--- src/rtl/queue_flow_ctrl.sv ---
// queue_flow_ctrl: slot scheduler between the deserializer and the 8-entry byte queue.
// Derives 100 KHz / 10 KHz tick enables from clock_1MHz and issues at most one
// enqueue or dequeue command per slow slot. Each command is confirmed by watching
// the queue length move, and only then is the requester acknowledged.
module queue_flow_ctrl #(
  parameter int DIV_FAST = 10,
  parameter int DIV_SLOW = 100,
  parameter int DEPTH    = 8,
  parameter int TIMEOUT  = 4,
  parameter int LW       = $clog2(DEPTH + 1)
) (
  input  logic          clock_1MHz,
  input  logic          rst,
  input  logic          des_ready_in,
  input  logic [7:0]    des_data_in,
  output logic          des_ack_out,
  input  logic          deq_req_in,
  output logic          deq_done_out,
  output logic          q_enqueue_out,
  output logic          q_dequeue_out,
  output logic [7:0]    q_data_out,
  input  logic [LW-1:0] q_len_in,
  output logic          tick_fast_out,
  output logic          tick_slow_out,
  output logic          full_out,
  output logic          empty_out,
  output logic          err_out
);

  localparam int FW = $clog2(DIV_FAST);
  localparam int SW = $clog2(DIV_SLOW);
  localparam int CW = $clog2(TIMEOUT + 1);
  localparam logic [FW-1:0] FAST_LAST  = FW'(DIV_FAST - 1);
  localparam logic [SW-1:0] SLOW_LAST  = SW'(DIV_SLOW - 1);
  localparam logic [LW-1:0] LEN_FULL   = LW'(DEPTH);
  localparam logic [CW-1:0] SLOT_LIMIT = CW'(TIMEOUT);

  typedef enum logic [1:0] {IDLE, ISSUE, CHECK} state_t;
  typedef enum logic {GRANT_ENQ, GRANT_DEQ} grant_t;

  logic [FW-1:0] fast_cnt;
  logic [SW-1:0] slow_cnt;
  logic          deq_pending;
  logic          enq_ok;
  logic          deq_ok;
  logic          pick_enq;
  logic [LW-1:0] exp_len;

  state_t        state, state_n;
  grant_t        last_grant, last_grant_n;
  logic [LW-1:0] len_snap, len_snap_n;
  logic [CW-1:0] slot_cnt, slot_cnt_n;
  logic [7:0]    data_n;
  logic          enq_cmd_n, deq_cmd_n, ack_n, done_n, err_n;

  assign tick_fast_out = (fast_cnt == FAST_LAST);
  assign tick_slow_out = (slow_cnt == SLOW_LAST);
  assign full_out      = (q_len_in == LEN_FULL);
  assign empty_out     = (q_len_in == '0);
  assign enq_ok        = des_ready_in && (q_len_in < LEN_FULL);
  assign deq_ok        = deq_pending && (q_len_in != '0);

  // Free-running tick dividers; each wraps to 0 on its own tick cycle
  always_ff @(posedge clock_1MHz) begin
    if (rst) begin
      fast_cnt <= '0;
      slow_cnt <= '0;
    end else begin
      fast_cnt <= tick_fast_out ? '0 : fast_cnt + FW'(1);
      slow_cnt <= tick_slow_out ? '0 : slow_cnt + SW'(1);
    end
  end

  // Single outstanding dequeue request; a new request on the done cycle re-arms it
  always_ff @(posedge clock_1MHz) begin
    if (rst) begin
      deq_pending <= 1'b0;
    end else if (deq_req_in) begin
      deq_pending <= 1'b1;
    end else if (deq_done_out) begin
      deq_pending <= 1'b0;
    end
  end

  // FSM state and registered command/ack outputs
  always_ff @(posedge clock_1MHz) begin
    if (rst) begin
      state         <= IDLE;
      last_grant    <= GRANT_DEQ;
      len_snap      <= '0;
      slot_cnt      <= '0;
      q_data_out    <= '0;
      q_enqueue_out <= 1'b0;
      q_dequeue_out <= 1'b0;
      des_ack_out   <= 1'b0;
      deq_done_out  <= 1'b0;
      err_out       <= 1'b0;
    end else begin
      state         <= state_n;
      last_grant    <= last_grant_n;
      len_snap      <= len_snap_n;
      slot_cnt      <= slot_cnt_n;
      q_data_out    <= data_n;
      q_enqueue_out <= enq_cmd_n;
      q_dequeue_out <= deq_cmd_n;
      des_ack_out   <= ack_n;
      deq_done_out  <= done_n;
      err_out       <= err_n;
    end
  end

  // Grant / hold / confirm sequencing; last_grant doubles as the op in flight
  always_comb begin
    state_n      = state;
    last_grant_n = last_grant;
    len_snap_n   = len_snap;
    slot_cnt_n   = slot_cnt;
    data_n       = q_data_out;
    enq_cmd_n    = q_enqueue_out;
    deq_cmd_n    = q_dequeue_out;
    ack_n        = 1'b0;
    done_n       = 1'b0;
    err_n        = err_out;
    pick_enq     = 1'b0;
    exp_len      = (last_grant == GRANT_ENQ) ? (len_snap + LW'(1)) : (len_snap - LW'(1));
    case (state)
      IDLE: begin
        if (tick_slow_out && (enq_ok || deq_ok)) begin
          if (enq_ok && deq_ok) begin
            pick_enq = (last_grant == GRANT_DEQ);
          end else begin
            pick_enq = enq_ok;
          end
          len_snap_n = q_len_in;
          state_n    = ISSUE;
          if (pick_enq) begin
            data_n       = des_data_in;
            enq_cmd_n    = 1'b1;
            last_grant_n = GRANT_ENQ;
          end else begin
            deq_cmd_n    = 1'b1;
            last_grant_n = GRANT_DEQ;
          end
        end
      end
      ISSUE: begin
        if (tick_slow_out) begin
          enq_cmd_n  = 1'b0;
          deq_cmd_n  = 1'b0;
          slot_cnt_n = '0;
          state_n    = CHECK;
        end
      end
      CHECK: begin
        if (q_len_in == exp_len) begin
          ack_n   = (last_grant == GRANT_ENQ);
          done_n  = (last_grant == GRANT_DEQ);
          state_n = IDLE;
        end else if (tick_slow_out) begin
          slot_cnt_n = slot_cnt + CW'(1);
          if (slot_cnt + CW'(1) == SLOT_LIMIT) begin
            err_n   = 1'b1;
            state_n = IDLE;
          end
        end
      end
      default: begin
        state_n = IDLE;
      end
    endcase
  end

endmodule
--- config.mk ---
export PLATFORM = sky130hd
export DESIGN_NAME = queue_flow_ctrl
export DESIGN_NICKNAME = d
export VERILOG_FILES = /design/src/rtl/queue_flow_ctrl.sv
export SDC_FILE = /design/constraint.sdc
export NUM_CORES = 1
export LEC_CHECK = 0
export ABC_AREA = 1
export CORE_ASPECT_RATIO = 0.9
export CORE_MARGIN = 3
export CORE_UTILIZATION = 45
export CTS_BUF_LIST = sky130_fd_sc_hd__clkbuf_2 sky130_fd_sc_hd__clkbuf_4 sky130_fd_sc_hd__clkbuf_8
export CTS_CLUSTER_SIZE = 16
export DETAILED_ROUTE_END_ITERATION = 8
export PLACE_DENSITY = 0.83
export SYNTH_ARGS = -nofsm -noshare
export SYNTH_HDL_FRONTEND = slang
export SYNTH_SLANG_ARGS = --single-unit
export TNS_END_PERCENT = 20
--- constraint.sdc ---
create_clock -name clock_1MHz -period 2.16 [get_ports clock_1MHz]
set_input_delay 0.324 -clock clock_1MHz [delete_from_list [all_inputs] [get_ports clock_1MHz]]
set_output_delay 0.324 -clock clock_1MHz [all_outputs]
set_load 0.02 [all_outputs]
==> qor.txt, run 1 <==
DRT Pass-1 Iters = 4
mux contribution to synthesized area = 0%
largest buffer count on any clock path = 2
ys flop type = dfxtp_1
status = finished clean
CP most frequent cell = clkdlybuf4s50_1
main combinational cell family by area after synthesis = simple AND/OR/NAND/NOR gates
WL/cell = 11.3 µm
area leader, netlist = dfxtp_1
vias in the first global route = 1394
Seq pwr share = 53.9%
RSZ-0062 raised after global routing = no
Critical Path Sink Type = output port
reg2reg path depth = 10
critical path arrival = 1.71 ns
post-synth top area share = 40.8%
num rows = 20
reg-to-reg endpoint = slot_cnt[0]$_SDFFE_PP0P_
die area = 4600 µm²
Worst EP required = 1.84 ns
fraction of the mapped netlist area in simple logic gates = 33.4%
Reg clk slew, reported paths = 0.07 ns
vias per cell = 4.90
Post-Synth XOR/XNOR Area = 2.55%
Netlist cell types = 31
pre-CTS setup slack = 0.0880 ns
last element of the critical path = empty_out
DP HPWL = 2690 µm
Yosys reg bits = 35
die width = 71.1 µm
CP max-delay cell = clkdlybuf4s50_1
CTS Sinks = 35
Routed WL = 3450 µm
Mapped Area = 1720 µm²
post-route setup TNS = 0 ns
r2r startpoint = len_snap[0]$_SDFFE_PP0P_
vias = 1498
synth top area cells = dfxtp_1 41%, nand2_1 8.1%, nor2_1 6.8%
number of synthesized flops with an enable pin = 0
Crit. Startpoint = q_len_in[1]
grt total ovfl = 0
Core Area = 3530 µm²
clk_lat worst skew = 0.28 ns
CTS tree = built
worst setup margin = 0.129 ns
Syn. warnings = 0
post-synthesis adder-cell area fraction = 6.26%
sequential-to-total area share from yosys stat = 40.8%
Setup Fix Bufs, Post-CTS = 0
clock power share = 38.5%
fill count = 310
initial core utilization = 48.7%
Setup CP Type = in -> out
HP Class = reg -> reg
Final setup viols = 0
top fanout value on the critical path = 4
Fin Hold WS = 0.447 ns
layout cell share with drive strength beyond 1 = 17.6%
first-pass GRT wire length = 6000 µm
maximum number of pins on one net before global-route repair = 11
Global Route Usage Sum = 16.5%
ant diodes = 0
pwr dens = 559 nW/µm²
switching power = 0.280 mW
CTS buffer count = 5
P_int = 0.954 mW
max cap viols = 0
fin crit share = 94.0%
hold_buf cts = 0
sw frac = 22.7%
Die Height = 64.6 µm
Tmin final = 2.03 ns
Final #Nets = 286
Synth async-reset ratio = 0%
Mapped Cells = 221
Initial DRC Count = 77
Final Hold Violating Endpoints = 0
initial antenna violation count = 0
num ports = 33
Max Fclk = 492 MHz
reg2reg setup slack = 0.16 ns
Peak VDD IR = 394 µV
fin. max-slew vios = 0
Compound-Gate Fraction of Synth Area = 10.3%
skew final = 0.00604 ns
area delta synth->final = 28.5%
antenna viol nets, final = 0
P_leak = 0.941 nW
clock root cell = clkbuf_8
CP Cell Sequence = clkdlybuf4s50_1 > nor2_1 > nand3_2 > inv_1 > clkdlybuf4s50_1
DRC viols = 0
Worst Tran Pin Value = 0.425 ns
Worst path max stage delay = 0.59 ns
Routability Congestion = 0.790
Syn Nets = 245
Critical Path Source Type = input pin
H-tree levels = 2
Port Buffers = 32
Combinational Power Share = 7.6%
Avg Inst Size Synth = 7.77 µm²
Slew headroom = 71.3%
## routing by layer
layer / vias to the layer above / wire, µm / track usage [%]
met2: 35 / 1490 / 25.1
met3: 7 / 255 / 6.51
met1: 664 / 1630 / 19.9
li1: 792 / - / -
met4: 0 / 69 / 8.69
met5: - / 0 / 0
## power groups by stage
stage                     clock network [mW]  logic (mW)  registers [mW]
after floorplan                            0      0.0484           0.677
after global placement                     0      0.0930           0.679
after detailed placement                   0      0.0952           0.679
after CTS                              0.491      0.0956           0.665
after global routing                   0.511       0.106           0.666
final                                  0.475      0.0944           0.665
## critical path, delay by kind of cell
family | cells | cell delay [ns]
buf+inv | 3 | 1.14
simple gates | 2 | 0.24
## cells in the final DEF (no fill, tap or decap), types with 3 or more instances in the layout
cell type	Yosys	routed
ha_1	7	7
nand4_1	3	3
clkbuf_8	0	6
nand2_1	37	37
nor2_2	10	10
o21ai_1	9	9
buf_4	0	5
nand2_2	6	6
inv_2	5	5
xor2_1	3	3
nand3_2	5	5
nor2_1	31	31
inv_1	20	20
dfxtp_1	35	35
o21ai_0	4	4
nor3b_1	3	3
clkdlybuf4s50_1	0	31
a21oi_1	12	12
nand3_1	11	11
## logic make-up after synthesis
kind of cell | Yosys count
compound gates | 30
xor+xnor | 5
fa+ha+maj | 8
buf+inv | 29
flops | 35
simple gates | 114
## area by class of cell
| cell class | count | area [µm²] | share of cell area [%] |
|---|---|---|---|
| Tap cell | 44 | 55.1 | 2.49 |
| Clock inverter | 1 | 5.00 | 0.227 |
| Multi-Input combinational cell | 157 | 903 | 40.9 |
| Clock buffer | 6 | 82.6 | 3.74 |
| Timing Repair Buffer | 37 | 360 | 16.3 |
| Inverter | 26 | 100 | 4.54 |
| Sequential cell | 35 | 701 | 31.7 |
## synthesized netlist by cell type (2+ instances only)
cell     number
a21oi_1      12
a21oi_2       2
buf_2         2
dfxtp_1      35
ha_1          7
inv_1        20
inv_2         5
nand2_1      37
nand2_2       6
nand3_1      11
nand3_2       5
nand4_1       3
nor2_1       31
nor2_2       10
nor3_1        2
nor3b_1       3
o21ai_0       4
o21ai_1       9
or2_2         2
xnor2_1       2
xor2_1        3
## per-stage QoR
stage | instances | util [%] | total power [mW] | instance area (µm²)
after floorplan | 221 | - | 0.726 | 1720
after global routing | 306 | 62.6 | 1.28 | 2210
final | 306 | 62.6 | 1.23 | 2210
after CTS | 306 | 62.5 | 1.25 | 2200
after detailed placement | 299 | 60.0 | 0.775 | 2120
after global placement | 299 | 60.0 | 0.772 | 2120
## worst min-delay path by stage
stage                      startpoint  slack, ns                      to  cells past startpoint
5_1_grt          err_out$_SDFFE_PP0P_       0.48    err_out$_SDFFE_PP0P_                      2
2_1_floorplan  slow_cnt[0]$_SDFF_PP0_       0.42  slow_cnt[0]$_SDFF_PP0_                      1
3_3_place_gp   slow_cnt[0]$_SDFF_PP0_       0.43  slow_cnt[0]$_SDFF_PP0_                      1
6_report         err_out$_SDFFE_PP0P_       0.45    err_out$_SDFFE_PP0P_                      2
4_1_cts          err_out$_SDFFE_PP0P_       0.45    err_out$_SDFFE_PP0P_                      2
3_5_place_dp     err_out$_SDFFE_PP0P_       0.44    err_out$_SDFFE_PP0P_                      2
## sequential cells by signal, summed over array words and instances, names as in the netlist, 2 cells and up
register    flops
state           2
q_data_out      8
fast_cnt        4
slow_cnt        7
slot_cnt        3
len_snap        4
## what timing repair did
action	CTS	global route
endpoints found under the setup margin	0	1
resized for setup	0	1
endpoints found under the hold margin	0	0
No activity file was read; power rests on OpenSTA's default activity.
==> run 2: changes to the inputs <==
--- a/config.mk
+++ b/config.mk
@@ -6,7 +6,6 @@
 export NUM_CORES = 1
 export LEC_CHECK = 0
 export ABC_AREA = 1
-export CORE_ASPECT_RATIO = 0.9
 export CORE_MARGIN = 3
 export CORE_UTILIZATION = 45
 export CTS_BUF_LIST = sky130_fd_sc_hd__clkbuf_2 sky130_fd_sc_hd__clkbuf_4 sky130_fd_sc_hd__clkbuf_8
==> qor.txt, run 2 (synthesis results as in run 1) <==
Routed WL = 3430 µm (was 3450 µm)
Crit. Startpoint = q_len_in[0] (was q_len_in[1])
FF+latch area = 701 µm² (unchanged)
Final setup viols = 0 (unchanged)
vias per cell = 4.95 (was 4.90)
most common cell after layout, fill and taps aside = nand2_1 (unchanged)
Tmin final = 2.03 ns (about the same)
Top reg by flops = q_data_out (unchanged)
flip-flop count of the largest register after layout = 8 (unchanged)
H-tree levels = 2 (unchanged)
fin crit share = 94.1% (was 94.0%)
area delta synth->final = 29.4% (was 28.5%)
Setup CP Type = in -> out (unchanged)
area of the multi-input gates = 906 µm² (was 903 µm²)
first-pass GRT wire length = 5950 µm (was 6000 µm)
top fanout value on the critical path = 4 (unchanged)
fill count = 328 (was 310)
CTS Sinks = 35 (unchanged)
layout cell share with drive strength beyond 1 = 18.3% (was 17.6%)
reg2reg setup slack = 0.25 ns (was 0.16 ns)
antenna viol nets, final = 0 (unchanged)
num ports = 33 (unchanged)
biggest regs = q_data_out: 8 flops, slow_cnt: 7 flops (unchanged)
Peak VDD IR = 303 µV (was 394 µV)
grt total ovfl = 0 (unchanged)
Global Route Usage Sum = 17.3% (was 16.5%)
Final #Nets = 286 (unchanged)
Final Hold Violating Endpoints = 0 (unchanged)
reg2reg path depth = 9 (was 10)
DRT Pass-1 Iters = 4 (unchanged)
maximum number of pins on one net before global-route repair = 14 (was 11)
die area = 4590 µm² (was 4600 µm²)
largest buffer count on any clock path = 2 (unchanged)
reg-to-reg endpoint = slot_cnt[2]$_SDFFE_PP0P_ (was slot_cnt[0]$_SDFFE_PP0P_)
num rows = 21 (was 20)
Critical Path Source Type = input pin (unchanged)
initial core utilization = 49.2% (was 48.7%)
Critical Path Sink Type = output port (unchanged)
r2r startpoint = len_snap[0]$_SDFFE_PP0P_ (unchanged)
clk_lat worst skew = 0.28 ns (about the same)
skew final = 0.00676 ns (was 0.00604 ns)
Port Buffers = 32 (unchanged)
CTS buffer count = 5 (unchanged)
status = finished clean (unchanged)
WL/cell = 11.1 µm (was 11.3 µm)
Reg clk slew, reported paths = 0.07 ns (about the same)
vias = 1530 (was 1498)
initial antenna violation count = 0 (unchanged)
Worst EP required = 1.84 ns (about the same)
fin. max-slew vios = 0 (unchanged)
DRC viols = 0 (unchanged)
P_leak = 0.945 nW (was 0.941 nW)
HP Class = reg -> reg (unchanged)
clock root cell = clkbuf_8 (unchanged)
Die Height = 67.8 µm (was 64.6 µm)
DP HPWL = 2600 µm (was 2690 µm)
die width = 67.8 µm (was 71.1 µm)
pre-CTS setup slack = 0.0684 ns (was 0.0880 ns)
Max Fclk = 492 MHz (about the same)
max cap viols = 0 (unchanged)
pwr dens = 569 nW/µm² (was 559 nW/µm²)
CTS tree = built (unchanged)
post-route setup TNS = 0 ns (unchanged)
critical path arrival = 1.71 ns (about the same)
ant diodes = 0 (unchanged)
vias in the first global route = 1466 (was 1394)
RSZ-0062 raised after global routing = no (unchanged)
Initial DRC Count = 59 (was 77)
Routability Congestion = 0.878 (was 0.790)
Core Area = 3490 µm² (was 3530 µm²)
most frequent cells in the layout = 37 x nand2_1, 35 x dfxtp_1, 31 x clkdlybuf4s50_1 (was 37 x nand2_1, 35 x dfxtp_1, 31 x nor2_1, 31 x clkdlybuf4s50_1, 20 x inv_1)
last element of the critical path = empty_out (unchanged)
Worst Tran Pin Value = 0.429 ns (was 0.425 ns)
Slew headroom = 71.1% (was 71.3%)
worst setup margin = 0.128 ns (was 0.129 ns)
-- run 2: cell count changes in the layout (fill, tap and decap cells not counted), sizes merged --
cell	change
clkbuf	+1
-- run 2: metrics by stage --
stage / hold WS [ns] / util, % / power [mW] / cell area (µm²) / std cells
floorplan: 0.418 / - / 0.726 / 1720 / 221
detailed placement: 0.444 / 60.7 / 0.774 / 2120 / 301
CTS: 0.453 / 63.5 / 1.28 / 2220 / 309
global placement: 0.435 / 60.7 / 0.771 / 2120 / 301
finish: 0.451 / 63.6 / 1.26 / 2220 / 309
global route: 0.500 / 63.6 / 1.32 / 2220 / 309
-- run 2: where the power goes --
| group | total, mW | internal, mW | switching [mW] |
|---|---|---|---|
| clock network | 0.505 | 0.274 | 0.232 |
| logic | 0.0946 | 0.0481 | 0.0465 |
| registers | 0.664 | 0.656 | 0.00840 |
-- run 2: timing repair --
| item | CTS | global route |
|---|---|---|
| buffers inserted | 0 | 0 |
| gates resized for setup | 0 | 2 |
| endpoints found under the setup margin | 0 | 3 |
| hold buffers | 0 | 0 |
| endpoints found under the hold margin | 0 | 0 |
-- run 2: layout make-up --
cell class | count | share of cell area (%)
Multi-Input combinational cell | 157 | 40.7
Clock inverter | 1 | 0.394
Clock buffer | 7 | 4.05
Tap cell | 46 | 2.59
Inverter | 26 | 4.50
Timing Repair Buffer | 37 | 16.2
Sequential cell | 35 | 31.5
-- run 2: critical path, cell delays in order --
cell and delay [ns]:
clkdlybuf4s50_1 0.47, nor2_1 0.15, nand3_2 0.11, inv_1 0.07, clkdlybuf4s50_1 0.59
-- run 2: how the worst min path moves through the flow --
stage / start / to / slack, ns / cells after the start
finish: slow_cnt[0]$_SDFF_PP0_ / slow_cnt[0]$_SDFF_PP0_ / 0.45 / 1
global placement: slow_cnt[0]$_SDFF_PP0_ / slow_cnt[0]$_SDFF_PP0_ / 0.43 / 1
detailed placement: slow_cnt[0]$_SDFF_PP0_ / slow_cnt[0]$_SDFF_PP0_ / 0.44 / 1
global route: err_out$_SDFFE_PP0P_ / err_out$_SDFFE_PP0P_ / 0.50 / 2
floorplan: slow_cnt[0]$_SDFF_PP0_ / slow_cnt[0]$_SDFF_PP0_ / 0.42 / 1
CTS: slow_cnt[0]$_SDFF_PP0_ / slow_cnt[0]$_SDFF_PP0_ / 0.45 / 1
-- run 2: metal layers --
metal	global-route usage, %	up-vias	part of all wire [%]
met3	5.66	7	7.2
met1	20.4	685	43
li1	-	792	-
met4	8.19	0	1.8
met5	0	-	0
met2	28.4	46	47
